[src/rtl/alu_seq_display.sv]
// Sequential ALU with operand registers, shift-add multiplier, start/busy/done
// handshake, status flags and a multiplexed active-low hex display driver.
module alu_seq_display #(
    parameter int WIDTH       = 8,
    parameter int DIGITS      = 4,
    parameter int REFRESH_DIV = 100000
) (
    input  logic                 clk,
    input  logic                 rst_n,
    input  logic [WIDTH-1:0]     operand_in,
    input  logic [2:0]           opcode,
    input  logic                 load_a,
    input  logic                 load_b,
    input  logic                 start,
    output logic                 busy,
    output logic                 done,
    output logic [2*WIDTH-1:0]   result,
    output logic                 zero,
    output logic                 neg,
    output logic                 carry,
    output logic                 ovf,
    output logic [6:0]           seg_cat,
    output logic [DIGITS-1:0]    seg_an
);

    localparam int RW = (REFRESH_DIV > 1) ? $clog2(REFRESH_DIV) : 1;
    localparam int IW = (DIGITS > 1) ? $clog2(DIGITS) : 1;
    localparam int CW = $clog2(WIDTH + 1);
    localparam int PW = 4 * DIGITS;

    typedef enum logic [1:0] {
        IDLE,
        EXEC,
        MUL
    } state_t;

    typedef enum logic [2:0] {
        OP_ADD,
        OP_INC,
        OP_SUB,
        OP_MUL,
        OP_NOT,
        OP_XOR,
        OP_OR,
        OP_AND
    } op_t;

    state_t             state_q;
    state_t             state_d;
    op_t                op_q;
    logic [WIDTH-1:0]   a_q;
    logic [WIDTH-1:0]   b_q;
    logic [WIDTH-1:0]   opa_q;
    logic [WIDTH-1:0]   opb_q;
    logic [WIDTH-1:0]   mplier_q;
    logic [2*WIDTH-1:0] acc_q;
    logic [CW-1:0]      count_q;
    logic               done_q;
    logic               complete;
    logic               accept;
    logic               mul_step;

    logic [WIDTH:0]     sum;
    logic [WIDTH:0]     diff;
    logic [WIDTH:0]     inc;
    logic [2*WIDTH-1:0] a_ext;
    logic [WIDTH-1:0]   alu_res;
    logic               alu_c;
    logic               alu_v;

    logic [2*WIDTH-1:0] res_d;
    logic               zero_d;
    logic               neg_d;
    logic               carry_d;
    logic               ovf_d;

    logic [RW-1:0]      ref_q;
    logic [IW-1:0]      idx_q;
    logic [PW-1:0]      res_pad;
    logic [3:0]         nib;
    logic [DIGITS-1:0]  an_hot;

    assign busy     = (state_q != IDLE);
    assign done     = done_q;
    assign accept   = (state_q == IDLE) && start;
    assign mul_step = (state_q == MUL) && (count_q != CW'(WIDTH));

    always_comb begin
        state_d  = state_q;
        complete = 1'b0;
        unique case (state_q)
            IDLE: begin
                if (start) begin
                    state_d = (opcode == 3'(OP_MUL)) ? MUL : EXEC;
                end
            end
            EXEC: begin
                state_d  = IDLE;
                complete = 1'b1;
            end
            MUL: begin
                if (count_q == CW'(WIDTH)) begin
                    state_d  = IDLE;
                    complete = 1'b1;
                end
            end
            default: state_d = IDLE;
        endcase
    end

    // Operands are snapshotted at start so a same-cycle load only affects the next op.
    assign sum   = {1'b0, opa_q} + {1'b0, opb_q};
    assign diff  = {1'b0, opa_q} - {1'b0, opb_q};
    assign inc   = {1'b0, opa_q} + {{WIDTH{1'b0}}, 1'b1};
    assign a_ext = {{WIDTH{1'b0}}, opa_q};

    always_comb begin
        alu_res = '0;
        alu_c   = 1'b0;
        alu_v   = 1'b0;
        unique case (op_q)
            OP_ADD: begin
                alu_res = sum[WIDTH-1:0];
                alu_c   = sum[WIDTH];
                alu_v   = (opa_q[WIDTH-1] == opb_q[WIDTH-1]) &&
                          (sum[WIDTH-1] != opa_q[WIDTH-1]);
            end
            OP_INC: begin
                alu_res = inc[WIDTH-1:0];
                alu_c   = inc[WIDTH];
                alu_v   = (opa_q == {1'b0, {(WIDTH-1){1'b1}}});
            end
            OP_SUB: begin
                alu_res = diff[WIDTH-1:0];
                alu_c   = diff[WIDTH];
                alu_v   = (opa_q[WIDTH-1] != opb_q[WIDTH-1]) &&
                          (diff[WIDTH-1] != opa_q[WIDTH-1]);
            end
            OP_MUL: alu_res = '0;
            OP_NOT: alu_res = ~opa_q;
            OP_XOR: alu_res = opa_q ^ opb_q;
            OP_OR:  alu_res = opa_q | opb_q;
            OP_AND: alu_res = opa_q & opb_q;
            default: alu_res = '0;
        endcase
    end

    always_comb begin
        res_d   = {{WIDTH{1'b0}}, alu_res};
        neg_d   = alu_res[WIDTH-1];
        carry_d = alu_c;
        ovf_d   = alu_v;
        if (op_q == OP_MUL) begin
            res_d   = acc_q;
            neg_d   = 1'b0;
            carry_d = 1'b0;
            ovf_d   = |acc_q[2*WIDTH-1:WIDTH];
        end
        zero_d = (res_d == '0);
    end

    always_ff @(posedge clk or negedge rst_n) begin
        if (!rst_n) begin
            state_q  <= IDLE;
            op_q     <= OP_ADD;
            a_q      <= '0;
            b_q      <= '0;
            opa_q    <= '0;
            opb_q    <= '0;
            mplier_q <= '0;
            acc_q    <= '0;
            count_q  <= '0;
            done_q   <= 1'b0;
            result   <= '0;
            zero     <= 1'b0;
            neg      <= 1'b0;
            carry    <= 1'b0;
            ovf      <= 1'b0;
        end else begin
            state_q <= state_d;
            done_q  <= complete;
            if (!busy) begin
                if (load_a) a_q <= operand_in;
                if (load_b) b_q <= operand_in;
            end
            if (accept) begin
                op_q     <= op_t'(opcode);
                opa_q    <= a_q;
                opb_q    <= b_q;
                mplier_q <= b_q;
                acc_q    <= '0;
                count_q  <= '0;
            end
            if (mul_step) begin
                if (mplier_q[0]) acc_q <= acc_q + (a_ext << count_q);
                mplier_q <= mplier_q >> 1;
                count_q  <= count_q + CW'(1);
            end
            if (complete) begin
                result <= res_d;
                zero   <= zero_d;
                neg    <= neg_d;
                carry  <= carry_d;
                ovf    <= ovf_d;
            end
        end
    end

    always_ff @(posedge clk or negedge rst_n) begin
        if (!rst_n) begin
            ref_q <= '0;
            idx_q <= '0;
        end else if (ref_q == RW'(REFRESH_DIV - 1)) begin
            ref_q <= '0;
            idx_q <= (idx_q == IW'(DIGITS - 1)) ? '0 : idx_q + IW'(1);
        end else begin
            ref_q <= ref_q + RW'(1);
        end
    end

    // Nibbles beyond the result width read as zero.
    always_comb begin
        res_pad                = '0;
        res_pad[2*WIDTH-1:0]   = result;
        nib                    = res_pad[{idx_q, 2'b00} +: 4];
        an_hot                 = '0;
        an_hot[idx_q]          = 1'b1;
        seg_an                 = ~an_hot;
    end

    always_comb begin
        seg_cat = 7'b1000000;
        unique case (nib)
            4'h0: seg_cat = 7'b1000000;
            4'h1: seg_cat = 7'b1111001;
            4'h2: seg_cat = 7'b0100100;
            4'h3: seg_cat = 7'b0110000;
            4'h4: seg_cat = 7'b0011001;
            4'h5: seg_cat = 7'b0010010;
            4'h6: seg_cat = 7'b0000010;
            4'h7: seg_cat = 7'b1111000;
            4'h8: seg_cat = 7'b0000000;
            4'h9: seg_cat = 7'b0010000;
            4'hA: seg_cat = 7'b0001000;
            4'hB: seg_cat = 7'b0000011;
            4'hC: seg_cat = 7'b1000110;
            4'hD: seg_cat = 7'b0100001;
            4'hE: seg_cat = 7'b0000110;
            4'hF: seg_cat = 7'b0001110;
            default: seg_cat = 7'b1000000;
        endcase
    end

endmodule

[config.mk]
export PLATFORM = sky130hd
export DESIGN_NAME = alu_seq_display
export DESIGN_NICKNAME = d
export VERILOG_FILES = /design/src/rtl/alu_seq_display.sv
export SDC_FILE = /design/constraint.sdc
export NUM_CORES = 1
export LEC_CHECK = 0
export CELL_PAD_IN_SITES_DETAIL_PLACEMENT = 0
export CELL_PAD_IN_SITES_GLOBAL_PLACEMENT = 1
export CORE_ASPECT_RATIO = 0.5
export CORE_MARGIN = 2
export CORE_UTILIZATION = 40
export CTS_CLUSTER_SIZE = 25
export DETAILED_ROUTE_END_ITERATION = 16
export PLACE_DENSITY_LB_ADDON = 0.1
export SYNTH_ARGS = -nofsm -noshare
export SYNTH_HDL_FRONTEND = slang
export SYNTH_SLANG_ARGS = --single-unit
[constraint.sdc]
create_clock -name clk -period 8.5 [get_ports clk]
set_input_delay 1.275 -clock clk [delete_from_list [all_inputs] [get_ports clk]]
set_output_delay 1.275 -clock clk [all_outputs]
set_load 0.02 [all_outputs]
==> qor.tcl <==
set qor(rsz0062_at_grt) {no}
set qor(fin_skew_ns) 0.0104
set qor(worst_r2r_startpoint) {count_q[0]$_DFFE_PN0P_}
set qor(fill_cells) 1747
set qor(die_x_um) 196
set qor(cts_buffers) 9
set qor(final-setup-viol-count) 0
set qor(async_reset_ff_share_pct) 100
set qor(post_route_ant_nets) 0
set qor(antenna_found_initial) 0
set qor(globalRoute.totalOverflow) 0
set qor(num_rows) 34
set qor(worst-r2r-setup-slack_ns) 5.05
set qor(cts-root-to-sink-buffers) 2
set qor(path_class) {reg -> out}
set qor(detailedRoute.firstIterationViolations) 438
set qor(dr_total_vias) 6161
set qor(worst_path_most_repeated_cell) {sky130_fd_sc_hd__nor2_1}
set qor(hold_depth) 1
set qor(result_of_the_run) {finished, final reports clean}
set qor(dpl.cell_count) 1098
set qor(post_synth.cell_area_avg_um2) 8.61
set qor(net_count_reported_at_finish) 950
set qor(synth_sequential_area_ratio_pct) 35.8
set qor(chipHeight_um) 99.8
set qor(cp_slowest_cell) {sky130_fd_sc_hd__clkdlybuf4s50_1}
set qor(cp_data_required_time_ns) 7.22
set qor(place_worst_setup_slack_ns) 4.69
set qor(timing.critical_path.slowest_cell_delay_ns) 0.64
set qor(yosys.cell_types.count) 66
set qor(finalCritPeriodShare_pct) 49.1
set qor(minimum_clock_period_after_layout_ns) 4.17
set qor(max-vdd-ir-drop_mv) 0.108
set qor(io_pins) 49
set qor(crit-reg2reg-capture) {acc_q[14]$_DFF_PN0_}
set qor(drt_pre_antenna_iters) 7
set qor(worst_path_fanout_max) 7
set qor(layout.area.seq_mm2) 0.00263
set qor(leakage_power_total_nw) 3.60
set qor(grt.total_usage_pct) 21.3
set qor(tritoncts) {built}
set qor(cts_hold_repair.buffers) 0
set qor(hold_violation_total_from_the_final_report) 0
set qor(starting_density_of_the_core_pct) 41.6
set qor(post_drt_wl_per_cell_um) 17.6
set qor(worstSetupEndpointType) {output port}
set qor(vias_in_the_first_global_route) 5803
set qor(multi_input_comb_area_mm2) 0.00436
set qor(post-route-drc-count) 0
set qor(wl_mm) 19.7
set qor(timing.critical_path.from_type) {register}
set qor(grt_start_max_net_pins) 66
set qor(layout_cell_share_with_drive_strength_beyond_1_pct) 6.59
set qor(most-common-layout-cells) {sky130_fd_sc_hd__nand2_1, sky130_fd_sc_hd__dfrtp_1, sky130_fd_sc_hd__o21ai_0, sky130_fd_sc_hd__nor2_1, sky130_fd_sc_hd__ha_1}
set qor(hpwl_after_detailed_placement_mm) 15.1
set qor(ys_ff_latch) 105
set qor(diodes) 0
set qor(grt_first_pass_wirelength_mm) 32.6
set qor(hold_path.startpoint) {ref_q[4]$_DFF_PN0_}
set qor(slew_headroom_pct) 31.8
set qor(max-cap-violations) 0
set qor(path_cells) {mux4_2, inv_1, ha_1, nor2_1, a21oi_1, nor2_1, a31oi_1, clkdlybuf4s50_1}
set qor(syn-cell-area_mm2) 0.00734
set qor(synthesis.nets) 927
set qor(post_synth_inst_count) 852
set qor(clock-root-buffer) {sky130_fd_sc_hd__clkbuf_16}
set qor(post-cts-setup-buffer-count) 0
set qor(mostFrequentLayoutCell) {sky130_fd_sc_hd__nand2_1}
set qor(timing.final.ws_setup_ns) 4.33
set qor(clock_sink_count) 105
set qor(design.core.area_mm2) 0.0177
set qor(slew_violations) 0
set qor(ctsResizeCount) 0
set qor(max_clock_freq_mhz) 240
set qor(power_per_cell_area_mw_per_mm2) 323
set qor(total_power_mw) 2.68
set qor(port_buffers) 48
set qor(cts.htree.levels) 3
set qor(transition_time_of_the_tightest_slew_check_pin_ns) 1.01
set qor(syn_to_final_growth_pct) 13.1
set qor(post_synth_edffs) 0
set qor(setup_total_negative_slack_ns) 0
set qor(detail_route.vias_per_cell) 5.53
set qor(synth_flop_cell) {sky130_fd_sc_hd__dfrtp_1}
set qor(full_die_area_mm2) 0.0195
set qor(hold_path_class) {reg -> reg}
set qor(worstSkewPairLatency_ns) 0.35
set qor(worst_setup_hold_path_clk_slew_ns) 0.07
set qor(finalNonFillerCells) 1114
set qor(r2r.worst_path.cells) 12
set qor(endpoint_with_the_worst_hold_slack) {ref_q[4]$_DFF_PN0_}
set qor(gpl.final_weighted_congestion) 0.860
set qor(yosys_warnings) 0
set qor(worstPathArrival_ns) 2.90
## logic make-up (layout without fill, tap and decap cells)
logic type	Yosys count	count (layout)	synth area share (%)
AO/OA/AOI/OAI	230	230	19.4
AND/OR/NAND/NOR	301	301	19.2
multiplexers	36	36	6.45
flip-flops	105	105	35.8
XOR/XNOR	33	33	3.94
adder cells (fa/ha/maj)	59	59	10.4
buffers and inverters	88	116	4.83
## final cells by class
cell class / instances / area share (%)
Tap cell: 234 / 3.53
Timing Repair Buffer: 52 / 6.12
Inverter: 48 / 2.17
Clock buffer: 11 / 2.93
Clock inverter: 5 / 1.04
Sequential cell: 105 / 31.7
Multi-Input combinational cell: 659 / 52.5
## report_power, final
group / switching [mW] / total, mW / leakage (nW) / internal, mW
Combinational: 0.849 / 1.44 / 2.09 / 0.593
Clock: 0.193 / 0.463 / 0.161 / 0.269
Sequential: 0.156 / 0.773 / 1.35 / 0.617
Total: 1.20 / 2.68 / 3.60 / 1.48
## worst max-delay path, delay by kind of cell, from the launching register on
kind / cells / cell delay (ns)
AO/OA/AOI/OAI: 2 / 0.25
adder cells (fa/ha/maj): 1 / 0.25
buffers and inverters: 2 / 0.78
flip-flops: 1 / 0.53
multiplexers: 1 / 0.63
AND/OR/NAND/NOR: 2 / 0.12
## state kept, by name, indices dropped and copies added, names as in the netlist
signal / count
ref_q: 17
acc_q: 16
result: 16
a_q: 8
b_q: 8
mplier_q: 8
opa_q: 8
opb_q: 8
count_q: 4
op_q: 3
idx_q: 2
state_q: 2
carry: 1
done: 1
neg: 1
ovf: 1
zero: 1
## worst max path at each step
stage	startpoint	to	slack (ns)	cells after the start
after floorplan	idx_q[0]$_DFFE_PN0N_	seg_cat[4]	5.06	5
after global placement	idx_q[0]$_DFFE_PN0N_	seg_cat[3]	4.67	8
after detailed placement	idx_q[0]$_DFFE_PN0N_	seg_cat[3]	4.69	8
after CTS	idx_q[0]$_DFFE_PN0N_	seg_cat[3]	4.31	8
after global routing	idx_q[0]$_DFFE_PN0N_	seg_cat[3]	4.15	8
final	idx_q[0]$_DFFE_PN0N_	seg_cat[3]	4.33	8
## per-stage QoR
stage	area (µm²)	hold slack (ns)	utilization, %
after CTS	8300	0.484	47.0
after detailed placement	7970	0.472	45.1
after global placement	7970	0.463	45.1
after floorplan	7340	0.444	-
after global routing	8300	0.502	47.0
final	8300	0.481	47.0
## cells in the mapped netlist, drive strengths merged (14+ instances only)
| cell type | n | area (µm²) |
|---|---|---|
| xnor2 | 19 | 166 |
| a21oi | 40 | 200 |
| nor2 | 56 | 210 |
| o21ai | 91 | 459 |
| nor2b | 18 | 113 |
| ha | 56 | 701 |
| nand3 | 34 | 170 |
| mux2 | 20 | 225 |
| xor2 | 14 | 123 |
| nand2 | 124 | 468 |
| dfrtp | 105 | 2630 |
| inv | 47 | 176 |
| nor3 | 15 | 75.1 |
| clkbuf | 28 | 105 |
## metal layers
| layer | up-vias | track usage, % | part of all wire, % |
|---|---|---|---|
| li1 | 3070 | - | - |
| met1 | 2928 | 33.3 | 53 |
| met2 | 151 | 30.8 | 41 |
| met3 | 12 | 3.93 | 5.3 |
| met4 | 0 | 3.17 | 0.46 |
| met5 | - | 0 | 0 |
(Power assumes the default switching activity.)
